`src/rtl/spi_cmd_decoder.sv`:
```
// spi_cmd_decoder: turns 2-byte SPI frames (command + data/dummy) received from
// the SPI bridge into one-cycle read/write strobes for the PWM register bank,
// and returns read data to the bridge through data_out.
module spi_cmd_decoder #(
  parameter int unsigned TIMEOUT_CYCLES = 1024,
  parameter int unsigned READ_LATENCY   = 1
) (
  input  logic       clk,
  input  logic       rst_n,
  input  logic       byte_sync,
  input  logic [7:0] data_in,
  output logic [7:0] data_out,
  output logic [5:0] addr,
  output logic       read,
  output logic       write,
  output logic [7:0] data_write,
  input  logic [7:0] data_read,
  output logic       cmd_err
);

  // A zero timeout disables the counter, but it still needs a legal width.
  localparam int unsigned TO_W    = (TIMEOUT_CYCLES == 0) ? 1 : $clog2(TIMEOUT_CYCLES + 1);
  // The counter is compared against its last pre-limit value, so the timeout
  // fires on the very edge where it would become TIMEOUT_CYCLES; it never wraps.
  localparam int unsigned TO_LAST = (TIMEOUT_CYCLES == 0) ? 0 : TIMEOUT_CYCLES - 1;
  localparam int unsigned LAT_W   = 2;

  typedef enum logic [1:0] {
    IDLE       = 2'd0,
    WAIT_DATA  = 2'd1,
    READ_FETCH = 2'd2,
    WAIT_DUMMY = 2'd3
  } state_e;

  state_e            state, state_d;
  logic [TO_W-1:0]   to_cnt, to_cnt_d;
  logic [LAT_W-1:0]  lat_cnt, lat_cnt_d;
  logic              dummy_seen, dummy_seen_d;
  logic [5:0]        addr_d;
  logic [7:0]        data_write_d;
  logic [7:0]        data_out_d;
  logic              read_d, write_d, cmd_err_d;
  logic              timeout_hit;
  logic              capture;

  assign timeout_hit = (TIMEOUT_CYCLES != 0) && (to_cnt == TO_W'(TO_LAST));
  assign capture     = (lat_cnt == LAT_W'(READ_LATENCY - 1));

  // State register and all registered outputs; reset returns everything to zero.
  always_ff @(posedge clk or negedge rst_n) begin
    if (!rst_n) begin
      state      <= IDLE;
      to_cnt     <= '0;
      lat_cnt    <= '0;
      dummy_seen <= 1'b0;
      addr       <= '0;
      data_write <= '0;
      data_out   <= '0;
      read       <= 1'b0;
      write      <= 1'b0;
      cmd_err    <= 1'b0;
    end else begin
      // NOTE: non-blocking assignments so every register samples the
      // pre-edge values; blocking here would chain updates within one edge.
      state      <= state_d;
      to_cnt     <= to_cnt_d;
      lat_cnt    <= lat_cnt_d;
      dummy_seen <= dummy_seen_d;
      addr       <= addr_d;
      data_write <= data_write_d;
      data_out   <= data_out_d;
      read       <= read_d;
      write      <= write_d;
      cmd_err    <= cmd_err_d;
    end
  end

  // Frame decoding: next state, counters and next values of the outputs.
  always_comb begin
    // NOTE: every signal gets a default first, so no path leaves one
    // unassigned and no latch is inferred; holds are explicit copies.
    state_d      = state;
    to_cnt_d     = to_cnt;
    lat_cnt_d    = lat_cnt;
    dummy_seen_d = dummy_seen;
    addr_d       = addr;
    data_write_d = data_write;
    data_out_d   = data_out;
    read_d       = 1'b0;
    write_d      = 1'b0;
    cmd_err_d    = 1'b0;

    case (state)
      IDLE: begin
        if (byte_sync) begin
          if (data_in[6]) begin
            // Reserved bit set: flag and drop the byte.
            cmd_err_d = 1'b1;
          end else begin
            addr_d = data_in[5:0];
            if (data_in[7]) begin
              state_d  = WAIT_DATA;
              to_cnt_d = '0;
            end else begin
              read_d       = 1'b1;
              state_d      = READ_FETCH;
              lat_cnt_d    = '0;
              dummy_seen_d = 1'b0;
            end
          end
        end
      end

      READ_FETCH: begin
        if (capture) begin
          data_out_d = data_read;
          // A dummy byte that arrived during the fetch already closes the frame.
          if (dummy_seen || byte_sync) begin
            state_d = IDLE;
          end else begin
            state_d  = WAIT_DUMMY;
            to_cnt_d = '0;
          end
        end else begin
          lat_cnt_d = lat_cnt + LAT_W'(1);
          if (byte_sync) begin
            dummy_seen_d = 1'b1;
          end
        end
      end

      WAIT_DATA: begin
        if (byte_sync) begin
          data_write_d = data_in;
          write_d      = 1'b1;
          state_d      = IDLE;
        end else if (timeout_hit) begin
          cmd_err_d = 1'b1;
          to_cnt_d  = '0;
          state_d   = IDLE;
        end else if (TIMEOUT_CYCLES != 0) begin
          to_cnt_d = to_cnt + TO_W'(1);
        end
      end

      WAIT_DUMMY: begin
        if (byte_sync) begin
          state_d = IDLE;
        end else if (timeout_hit) begin
          cmd_err_d = 1'b1;
          to_cnt_d  = '0;
          state_d   = IDLE;
        end else if (TIMEOUT_CYCLES != 0) begin
          to_cnt_d = to_cnt + TO_W'(1);
        end
      end

      default: state_d = IDLE;
    endcase
  end

endmodule

```
`config.mk`:
```
export PLATFORM = sky130hd
export DESIGN_NAME = spi_cmd_decoder
export DESIGN_NICKNAME = d
export VERILOG_FILES = /design/src/rtl/spi_cmd_decoder.sv
export SDC_FILE = /design/constraint.sdc
export NUM_CORES = 1
export LEC_CHECK = 0
export BUFFER_PORTS_ARGS = -buffer_cell sky130_fd_sc_hd__buf_2
export CORE_MARGIN = 8
export CORE_UTILIZATION = 50
export CTS_CLUSTER_DIAMETER = 150
export DETAILED_ROUTE_END_ITERATION = 10
export PLACE_DENSITY = 0.87
export SETUP_SLACK_MARGIN = 0.4
export SYNTH_ARGS = -nofsm -noshare
export SYNTH_HDL_FRONTEND = slang
export SYNTH_SLANG_ARGS = --single-unit
```
`constraint.sdc`:
```
create_clock -name clk -period 2.05 [get_ports clk]
set_clock_uncertainty 0.15 [all_clocks]
set_input_delay 0.205 -clock clk [delete_from_list [all_inputs] [get_ports clk]]
set_output_delay 0.205 -clock clk [all_outputs]
set_load 0.05 [all_outputs]
```
Yosys cells after proc, flatten, opt, wreduce, memory -nomap -nowiden
Cells that the tools add are included.
{"block": "word_totals", "reg_bits": 41, "inputBits": 19, "out_inout_bits": 25, "word_cells": 77}
{"block": "op_classes", "addsub": 2, "eq_ne": 14, "n_mux": 38, "bitwise_logic": 1, "n_reduce_logical": 12}
{"op": "11-bit 2-to-1 mux", "n": 7}
{"op": "11-bit one-hot mux with 3 select lines", "n": 1}
{"op": "2-bit 2-to-1 mux", "n": 11}
{"op": "2-bit inequality test (second input constant)", "n": 9}
{"op": "1-bit 2-to-1 mux", "n": 15}
{"op": "6-bit AND reduction", "n": 2}
{"op": "11-bit by 1-bit adder with 11-bit output (second input constant)", "n": 1}
{"op": "11-bit by 10-bit equality test with 1-bit output (second input constant)", "n": 1}
{"op": "2-bit one-hot mux with 3 select lines", "n": 1}
{"op": "5-bit AND reduction", "n": 1}
{"op": "2-bit equality test (second input constant)", "n": 2}
{"op": "2-bit logical NOT", "n": 2}
{"op": "1-bit one-hot mux with 2 select lines", "n": 2}
{"op": "2-bit one-hot mux with 2 select lines", "n": 1}
{"op": "2-bit AND reduction", "n": 2}
{"op": "4-bit AND reduction", "n": 1}
{"op": "3-bit by 1-bit inequality test with 1-bit output (second input constant)", "n": 1}
{"op": "3-bit AND reduction", "n": 1}
{"op": "2-bit by 1-bit adder with 2-bit output (second input constant)", "n": 1}
{"op": "2-bit by 1-bit equality test with 1-bit output (second input constant)", "n": 1}
{"op": "2-bit nonzero test", "n": 1}
{"op": "2-bit OR reduction", "n": 1}
{"op": "1-bit logical OR", "n": 1}
{"op": "1-bit inverter", "n": 1}

Longest topological paths before layout
Gate-level depths: netlist of the first run.
{"block": "depth", "word_depth": 4, "ltp_mapped": 7, "mapped_depth_nobuf": 7}

Worst setup path after synthesis of the first run
No wires, ideal clock.
{"block": "synth_path", "path_type": "reg2reg", "start": "reg to_cnt[0]", "end": "reg to_cnt[0]", "setup_time_ns": 0.125, "arrival_time_ns": 1.391, "required_time_ns": 1.775, "path_slack_ns": 0.384, "path_stages_with_launch": 7, "n_path_buf": 0, "period_less_slack_ns": 1.666, "path_cell_list": "dfrtp_1 -> ha_1 -> and4_1 -> nand3_1 -> nor2_1 -> nor2_1 -> mux2_2"}
{"block": "synth_via", "elab_chain_cells": 4, "elab_cells_between_ends": 5, "classes_between": "add/sub: 1; eq/ne: 1; mux: 3"}
{"element": "start, declared", "line_no": "36", "rtl": "logic [TO_W-1:0] to_cnt, to_cnt_d;"}
{"element": "start signal, assigned", "line_no": "66", "rtl": "to_cnt <= to_cnt_d;"}
{"element": "11-bit by 1-bit adder with 11-bit output / 11-bit by 10-bit equality test with 1-bit output (equally long branches)", "line_no": "142, 154, 46"}
{"element": "11-bit 2-to-1 mux (*)", "line_no": "137", "rtl": "end else if (timeout_hit) begin"}
{"element": "11-bit 2-to-1 mux (*)", "line_no": "147", "rtl": "if (byte_sync) begin"}
{"element": "11-bit one-hot mux with 3 select lines (*)", "line_no": "93", "rtl": "case (state)"}
Mark *: on every way between the ends. The rest lies on a longest branch, timed or not. The select of a mux whose other input is x is not followed.
A chain may end at the register's enable or synchronous reset.

Worst setup path after layout of the first run
{"block": "layout_path", "start": "reg state[1]", "end": "reg addr[1]"}
{"block": "layout_via", "elab_chain_cells": 2}
{"element": "start, declared", "line_no": "35", "rtl": "state_e state, state_d;"}
{"element": "start signal, assigned", "line_no": "65", "rtl": "state <= state_d;"}
{"element": "2-bit logical NOT", "line_no": "93"}
{"element": "3-bit AND reduction (no line)"}
{"element": "end signal, assigned", "line_no": "69", "rtl": "addr <= addr_d;"}
{"element": "end, declared", "line_no": "13", "rtl": "output logic [5:0] addr,"}
No other way between the ends.

==> results of run 1 <==
==> power breakdown <==
part | total [mW] | internal (mW) | switching [mW]
combinational | 2.36 | 0.787 | 1.58
sequential | 1.34 | 1.12 | 0.229
clock | 0.569 | 0.290 | 0.279
==> cells in the mapped netlist (all sizes together) <==
master | number | area, um^2
nor2b | 2 | 12.5
and3 | 1 | 6.26
o21a | 1 | 7.51
and4 | 2 | 17.5
o21ai | 8 | 51.3
dfrtp | 41 | 1030
o31ai | 2 | 15.0
nor3 | 4 | 25.0
ha | 2 | 25.0
nand4 | 2 | 12.5
nor2 | 10 | 37.5
o21ba | 1 | 10.0
a21oi | 8 | 47.6
a22o | 2 | 17.5
nand2b | 3 | 33.8
o22ai | 1 | 12.5
mux2 | 18 | 203
nand2 | 24 | 97.6
nand3 | 7 | 40.0
inv | 5 | 18.8
or3 | 3 | 18.8
buf | 3 | 23.8
o41ai | 1 | 8.76
xor2 | 4 | 35.0
nand4b | 1 | 8.76
==> kinds of logic (layout without fill, tap and decap cells) <==
group	after synthesis	count (layout)	synth area share
and+or+nand+nor	59	60	0.171
muxes	18	18	0.112
buffers and inverters	8	87	0.0235
xor gates and xnor gates	4	4	0.0193
DFF	41	41	0.566
adders and majority gates	2	2	0.0138
AOI/OAI and AO/OA	24	24	0.0939
==> per-stage QoR <==
step / cell area [um^2] / setup WS [ns]
6_report: 2530 / 0.386
4_1_cts: 2420 / 0.390
3_3_place_gp: 2070 / 0.331
2_1_floorplan: 1810 / 0.406
5_1_grt: 2530 / 0.323
3_5_place_dp: 2070 / 0.260
==> how the worst max path moves through the flow <==
| stage | depth (start not counted) | start | to |
|---|---|---|---|
| floorplan | 6 | to_cnt[0] | to_cnt[0] |
| global placement | 5 | state[0] | to_cnt[3] |
| detailed placement | 6 | to_cnt[0] | to_cnt[0] |
| CTS | 6 | to_cnt[0] | to_cnt[0] |
| global route | 5 | to_cnt[1] | state[1] |
| finish | 2 | state[1] | addr[1] |
==> registers in the layout (all words and copies together), names as in the netlist, 2 cells and up <==
| name | flops |
|---|---|
| lat_cnt | 2 |
| to_cnt | 11 |
| addr | 6 |
| data_write | 8 |
| data_out | 8 |
| state | 2 |
==> routing by layer <==
metal,vias to the layer above,GRT usage
li1,703,-
met1,778,0.191
met2,83,0.301
met3,14,0.0731
met4,0,0.0500
met5,-,0
==> cell type report <==
cell class / instances / area share
sequential: 41 / 0.406
multi-input combinational: 108 / 0.332
inverter: 5 / 0.00741
timing repair buffer: 74 / 0.196
tap: 48 / 0.0237
clock buffer: 6 / 0.0202
clock inverter: 2 / 0.0148
==> critical path, cell delays in order (launching register included) <==
cell and delay [ns]:
dfrtp_2 0.50, nor3_2 0.51, mux2_2 0.40
==> repair_timing <==
action	4_1_cts	5_1_grt
pin swaps	4	11
setup buffers	7	5
resized for setup	9	15
endpoints found under the hold margin	63	0
hold buffers	18	0
endpoints found under the setup margin	32	33
cloned	0	1
==> results.json, run 1 <==
{
  "wire_per_inst_um": 18.3,
  "antenna_found_initial": 0,
  "n_fill_cell": 219,
  "cts_tree": "yes",
  "synth_nets": 177,
  "grt_max_degree": 42,
  "synthCells": 156,
  "crit_required_ns": 2.15,
  "viasPerCell": 5.56,
  "maxCapViolations": 0,
  "clockRootBuffer": "clkbuf_4",
  "final_cell_mix": "43 x buf_2, 39 x dfrtp_1, 23 x nand2_1",
  "min_period_ns": 1.66,
  "portBuffers": 43,
  "slew-limit-headroom": 0.635,
  "die_area_um2": 5810,
  "multi_input_area_um2": 841,
  "leakagePower_nw": 1.19,
  "yosysSeqAreaShare": 0.566,
  "setup_viol": 0,
  "grt_pass1_wl_um": 8290,
  "antenna_cells": 0,
  "hold_path_class": "in2reg",
  "maxSlewViolCount": 0,
  "clock.fmax_ghz": 0.601,
  "core_area_um2": 3580,
  "status": "finished clean",
  "hpwl_um": 2750,
  "power_density_nw_per_um2": 1690,
  "end_kind": "register",
  "met2WireLength_um": 2660,
  "netlist_area_um2": 1810,
  "drtAntennaViolNets": 0,
  "reg2reg_depth": 2,
  "layout-drive-gt1-share": 0.453,
  "drt-met1-wl_um": 1950,
  "gr-usage-all-layers": 0.175,
  "cts-htree-levels": 2,
  "gp_congestion": 0.830,
  "synth.ff_latch_count": 41,
  "nets": 256,
  "start_kind": "register",
  "drc_errors": 0,
  "std_cell_rows": 22,
  "syn_avg_cell_area_um2": 11.6,
  "mostFrequentLayoutCell": "buf_2",
  "path_clk_slew_ns": 0.12,
  "routed.top_layer": "met4",
  "area_delta_synth_final_pct": 39.8,
  "hold_depth": 2,
  "vdd_ir_drop_max_uv": 1160,
  "setup_tns_ns": 0,
  "min_period_over_period": 0.812,
  "fp.dieH_um": 76.2,
  "dpl.cell_count": 245,
  "boundaryPins": 44,
  "synth_cell_types": 33,
  "hold_start": "byte_sync",
  "wl_met3_um": 476,
  "start_util": 0.506,
  "via_count": 1578,
  "hold_violations": 0,
  "min_to": "cmd_err",
  "wl_um": 5210,
  "cts.sinks": 41,
  "yosysWarnings": 0,
  "worst_pin_slew_ns": 0.544,
  "cp.arrival_ns": 1.77,
  "critical_path_class": "reg2reg",
  "rsz0062_at_grt": "yes",
  "r2r_slack_ns": 0.39,
  "clockBufferDepth": 2,
  "grt.overflow.total": 0,
  "reg2reg_to": "addr[1]",
  "rr_startpoint": "state[1]",
  "fin_util": 0.708,
  "seq_area_um2": 1030,
  "final_cell_count_no_fill": 284,
  "die_w_um": 76.2,
  "grt_pass1_vias": 1632,
  "clkLatencyLatePin_ns": 0.36,
  "cts_buffers": 5,
  "hold_slack_ns": 0.0629,
  "crit_fanout": 8,
  "power_mw": 4.28,
  "drt_iter0_drc": 118,
  "firstDrtPassIters": 4
}
(Power assumes the default switching activity.)
==> run 2: changes to the inputs <==
--- a/config.mk
+++ b/config.mk
@@ -7,10 +7,10 @@
 export LEC_CHECK = 0
 export BUFFER_PORTS_ARGS = -buffer_cell sky130_fd_sc_hd__buf_2
 export CORE_MARGIN = 8
-export CORE_UTILIZATION = 50
+export CORE_UTILIZATION = 47
 export CTS_CLUSTER_DIAMETER = 150
 export DETAILED_ROUTE_END_ITERATION = 10
-export PLACE_DENSITY = 0.87
+export PLACE_DENSITY = 0.86
 export SETUP_SLACK_MARGIN = 0.4
 export SYNTH_ARGS = -nofsm -noshare
 export SYNTH_HDL_FRONTEND = slang
==> constraint.sdc (replaced) <==
create_clock -name clk -period 1.5 [get_ports clk]
set_clock_uncertainty 0.15 [all_clocks]
set_input_delay 0.15 -clock clk [delete_from_list [all_inputs] [get_ports clk]]
set_output_delay 0.15 -clock clk [all_outputs]
set_load 0.05 [all_outputs]
==> run 2 against run 1 <==
The run now ends with setup timing left. Die area increased by 5.0%. Setup slack got worse by 0.65 ns. Clock power increased by 36%. Global-route usage increased by 5.0 points. Register-to-register slack got worse by 0.65 ns. Largest cell class is now non-clock buffers.
==> results.json, run 2 (same netlist as run 1, synthesis figures left out) <==
{
  "wl_um": 8670,
  "viasPerCell": 5.88,
  "clockRootBuffer": "clkbuf_8",
  "final_cell_mix": "53 x buf_4, 39 x dfrtp_1, 34 x buf_6",
  "wire_per_inst_um": 25.9,
  "path_clk_slew_ns": 0.08,
  "worst_pin_slew_ns": 0.373,
  "rsz0062_at_grt": "yes",
  "leakagePower_nw": 1.64,
  "crit_required_ns": 1.60,
  "slowest_delay_ns": 0.48,
  "hold_depth": 3,
  "p_comb_frac": 0.669,
  "drt_iter0_drc": 255,
  "status": "finished with violations",
  "layout-drive-gt1-share": 0.662,
  "clkLatencyLatePin_ns": 0.32,
  "path_cells": "nand2b_4 -> o21ai_4 -> nand2_4 -> or3_1 -> a21oi_2",
  "cts-htree-levels": 2,
  "die_area_um2": 6100,
  "seqPwrFrac": 0.237,
  "largest_reg_flops": 11,
  "min_period_ns": 1.77,
  "vdd_ir_drop_max_uv": 1990,
  "grt.overflow.total": 0,
  "gp_congestion": 0.840,
  "grt_max_degree": 42,
  "drtAntennaViolNets": 0,
  "area_delta_synth_final_pct": 87.1,
  "p_sw_mw": 3.83,
  "hold_path_class": "in2reg",
  "biggestRegsByFlops": "to_cnt x11, data_out x8, data_write x8",
  "hold_slack_ns": 0.0346,
  "dpl-instance-area_um2": 2330,
  "drc_errors": 0,
  "hpwl_um": 3130,
  "die_w_um": 78.1,
  "antenna_cells": 0,
  "boundaryPins": 44,
  "clkPwrFrac": 0.094,
  "critical_path_class": "reg2reg",
  "firstDrtPassIters": 4,
  "maxSlewViolCount": 0,
  "core_area_um2": 3690,
  "via_count": 1971,
  "mostFrequentLayoutCell": "buf_4",
  "start_kind": "register",
  "cts.sinks": 41,
  "end_kind": "register",
  "finalInstanceArea_um2": 3390,
  "grt_pass1_wl_um": 10600,
  "crit_fanout": 8,
  "gr-usage-all-layers": 0.224,
  "maxCapViolations": 0,
  "fp.dieH_um": 78.1,
  "switching_share": 0.466,
  "grt_pass1_vias": 1862,
  "min_period_over_period": 1.18,
  "clockBufferDepth": 2,
  "cp.arrival_ns": 1.86,
  "reg2reg_depth": 5,
  "clock.fmax_ghz": 0.566,
  "nets": 307,
  "violations": "setup timing",
  "hold_violations": 0,
  "intPower_mw": 4.38,
  "setup_slack_ns": -0.267,
  "portBuffers": 43,
  "std_cell_rows": 22,
  "slew-limit-headroom": 0.750,
  "slowest_stage": "dfrtp_2",
  "start_util": 0.491,
  "cts_tree": "yes",
  "cts_buffers": 5,
  "setup_viol": 40,
  "antenna_found_initial": 0,
  "largest_register": "to_cnt",
  "power_density_nw_per_um2": 2420
}
run 2: path summary, 6_finish.rpt:
kind	from	to	slack (ns)
setup / recovery	state[1]	to_cnt[3]	-0.27
hold / removal	data_in[6]	cmd_err	0.03
setup reg to reg	state[1]	to_cnt[3]	-0.27
min in group asynchronous	rst_n	write	0.19
hold reg to reg	to_cnt[8]	to_cnt[8]	0.37
max in group asynchronous	rst_n	state[1]	0.80
run 2: critical path, delay by kind of cell (launching register included):
| family | cells | cell delay [ns] |
|---|---|---|
| compound gates | 2 | 0.36 |
| simple gates | 3 | 0.71 |
| flops | 1 | 0.48 |
run 2: layer usage:
layer  track usage  wire length (um)  vias to the layer above
li1              -                 -                      807
met1         0.269              3320                      993
met2         0.361              4070                      137
met3        0.0661               903                       34
met4         0.106               376                        0
met5             0                 0                        -
run 2: what timing repair did:
action	CTS	global route
hold buffers	16	0
setup endpoints to repair	66	66
resized for setup	106	38
hold endpoints to repair	62	0
pin swaps	15	13
setup buffers	11	28
run 2: per-stage QoR:
stage               TNS, ns  total power [mW]  setup WS [ns]  cells  utilization
global route          -5.74              8.44         -0.291    335        0.919
global placement     -0.881              4.78        -0.0702    272        0.633
finish                -5.23              8.22         -0.267    335        0.919
floorplan            -0.390              3.92        -0.0739    156            -
detailed placement    -1.48              4.87         -0.111    272        0.633
CTS                  -0.619              6.79        -0.0611    307        0.822
run 2: layout make-up:
type	count	area, um^2
Sequential cell	41	1030
Timing Repair Buffer	126	1120
Inverter	5	46.3
Tap cell	48	60.1
Clock buffer	6	72.6
Fill cell	107	299
Clock inverter	2	15.0
Multi-Input combinational cell	107	1050
run 2: power groups by stage:
| stage | registers [mW] | clock network [mW] | logic [mW] |
|---|---|---|---|
| 2_1_floorplan | 2.87 | 0 | 1.05 |
| 3_3_place_gp | 1.74 | 0 | 3.04 |
| 5_1_grt | 1.97 | 0.815 | 5.66 |
| 3_5_place_dp | 1.77 | 0 | 3.10 |
| 4_1_cts | 1.84 | 0.738 | 4.22 |
| 6_report | 1.94 | 0.775 | 5.50 |
==> run 3: changes to the inputs <==
==> constraint.sdc (replaced) <==
create_clock -name clk -period 1.5 [get_ports clk]
set_clock_uncertainty 0.15 [all_clocks]
set_input_delay 0.15 -clock clk [delete_from_list [all_inputs] [get_ports clk]]
set_output_delay 0.15 -clock clk [all_outputs]
set_load 0.005 [all_outputs]
==> run 3 against run 2 <==
The run still ends with setup timing left. Power fell by 23%. Critical path depth rose by 3. Final area fell by 8.2%. Maximum frequency increased by 3.2%. Worst hold slack worse by 0.012 ns. Register-to-register slack improved by 0.05 ns. Cell count down 2.7%. Clock power down 0.8%. Sequential power down 3%. Largest power group unchanged.
==> results.json, run 3 (same netlist as run 1, synthesis figures left out) <==
{
  "die_w_um": 78.1,
  "final_cell_mix": "47 x buf_4, 42 x buf_2, 39 x dfrtp_1",
  "die_area_um2": 6100,
  "status": "finished with violations",
  "path_cells": "inv_2 -> ha_4 -> a21oi_4 -> o21ai_4 -> buf_6 -> nand3_1 -> xor2_1 -> nor2_1",
  "cts.sinks": 41,
  "busiest_layer": "met2",
  "cts_tree": "yes",
  "multi_input_area_um2": 1020,
  "violations": "setup timing",
  "setup_tns_ns": -4.62,
  "maxCapViolations": 0,
  "drtAntennaViolNets": 0,
  "worst_pin_slew_ns": 0.292,
  "hold_path_class": "in2reg",
  "wire_per_inst_um": 24.8,
  "maxSlewViolCount": 0,
  "largest_register": "to_cnt",
  "viasPerCell": 6.03,
  "grt_use_met1": 0.240,
  "via_count": 1966,
  "core_area_um2": 3690,
  "area_delta_synth_final_pct": 71.8,
  "drt_iter0_drc": 208,
  "grt_max_degree": 42,
  "std_cell_rows": 22,
  "largest_reg_flops": 11,
  "layout-drive-gt1-share": 0.637,
  "critical_path.top_delay_family": "flip-flops",
  "gr-usage-all-layers": 0.214,
  "setup_slack_ns": -0.213,
  "leakagePower_nw": 1.52,
  "start_kind": "register",
  "mostFrequentLayoutCell": "buf_4",
  "wl_um": 8080,
  "fp.dieH_um": 78.1,
  "setup_viol": 40,
  "grt.overflow.total": 0,
  "grt_pass1_vias": 1839,
  "hpwl_um": 3130,
  "use_met2": 0.358,
  "boundaryPins": 44,
  "seq_area_um2": 1030,
  "hold_violations": 0,
  "grtUsageMet3": 0.0649,
  "end_kind": "register",
  "vdd_ir_drop_max_uv": 1320,
  "n_fill_cell": 156,
  "critical_path_class": "reg2reg",
  "gp_congestion": 0.840,
  "hold_slack_ns": 0.0222,
  "clkLatencyLatePin_ns": 0.31,
  "grt_pass1_wl_um": 10100,
  "clock.fmax_ghz": 0.584,
  "power_density_nw_per_um2": 2030,
  "slowest_stage": "dfrtp_1",
  "antenna_found_initial": 0,
  "clockBufferDepth": 2,
  "worst-path-buf-inv": 2,
  "antenna_cells": 0,
  "cts_buffers": 5,
  "nets": 298,
  "slew-limit-headroom": 0.805,
  "cts-htree-levels": 2,
  "drc_errors": 0,
  "path_clk_slew_ns": 0.09,
  "rsz0062_at_grt": "yes",
  "crit_required_ns": 1.54,
  "min_period_ns": 1.71,
  "cp.arrival_ns": 1.76,
  "biggestRegsByFlops": "to_cnt x11, data_out x8, data_write x8",
  "clockRootBuffer": "clkbuf_8",
  "portBuffers": 43,
  "slowest_delay_ns": 0.40,
  "firstDrtPassIters": 5,
  "crit_fanout": 4,
  "start_util": 0.491,
  "min_period_over_period": 1.14
}
[run 3: worst register-to-register path, stage by stage (launching register included)]
cell,delay [ns]
dfrtp_1,0.40
inv_2,0.06
ha_4,0.17
a21oi_4,0.20
o21ai_4,0.11
buf_6,0.14
nand3_1,0.11
xor2_1,0.20
nor2_1,0.06
[run 3: layer usage]
layer	vias to the layer above	share of wire
met3	40	0.11
li1	787	-
met4	0	0.049
met5	-	0
met2	189	0.50
met1	950	0.34
[run 3: layout make-up]
type | count | share of cell area
clock buffers | 6 | 0.0233
clock inverters | 2 | 0.00483
inverters | 5 | 0.0117
multi-input cells | 107 | 0.329
flip-flops and latches | 41 | 0.331
well taps | 48 | 0.0193
repair buffers | 117 | 0.281
[run 3: timing repair]
item / 4_1_cts / 5_1_grt
setup buffers: 11 / 19
pin swaps: 15 / 15
cloned: 0 / 0
endpoints found under the hold margin: 62 / 0
endpoints found under the setup margin: 63 / 66
resized for setup: 56 / 22
hold buffers: 16 / 0
[run 3: final timing paths]
kind | startpoint | end | slack (ns) | cells past startpoint
hold reg to reg | to_cnt[8] | to_cnt[8] | 0.37 | 1
hold / removal | data_in[6] | cmd_err | 0.02 | 3
setup reg to reg | lat_cnt[1] | to_cnt[2] | -0.21 | 8
max in group asynchronous | rst_n | state[1] | 0.79 | 3
min in group asynchronous | rst_n | data_write[1] | 0.18 | 3
setup / recovery | lat_cnt[1] | to_cnt[2] | -0.21 | 8
[run 3: power by group]
group / internal, mW / switching [mW]
Combinational: 1.94 / 1.73
Clock: 0.329 / 0.440
Sequential: 1.53 / 0.358
Total: 3.80 / 2.52
[run 3: metrics by stage]
step	power [mW]	std cells	worst slack, ns	area, um^2	utilization
2_1_floorplan	2.82	156	-0.0739	1860	-
5_1_grt	6.53	326	-0.304	3110	0.844
4_1_cts	5.20	307	-0.0611	2870	0.779
6_report	6.32	326	-0.213	3110	0.844
3_5_place_dp	3.75	272	-0.111	2330	0.633
3_3_place_gp	3.65	272	-0.0702	2330	0.633
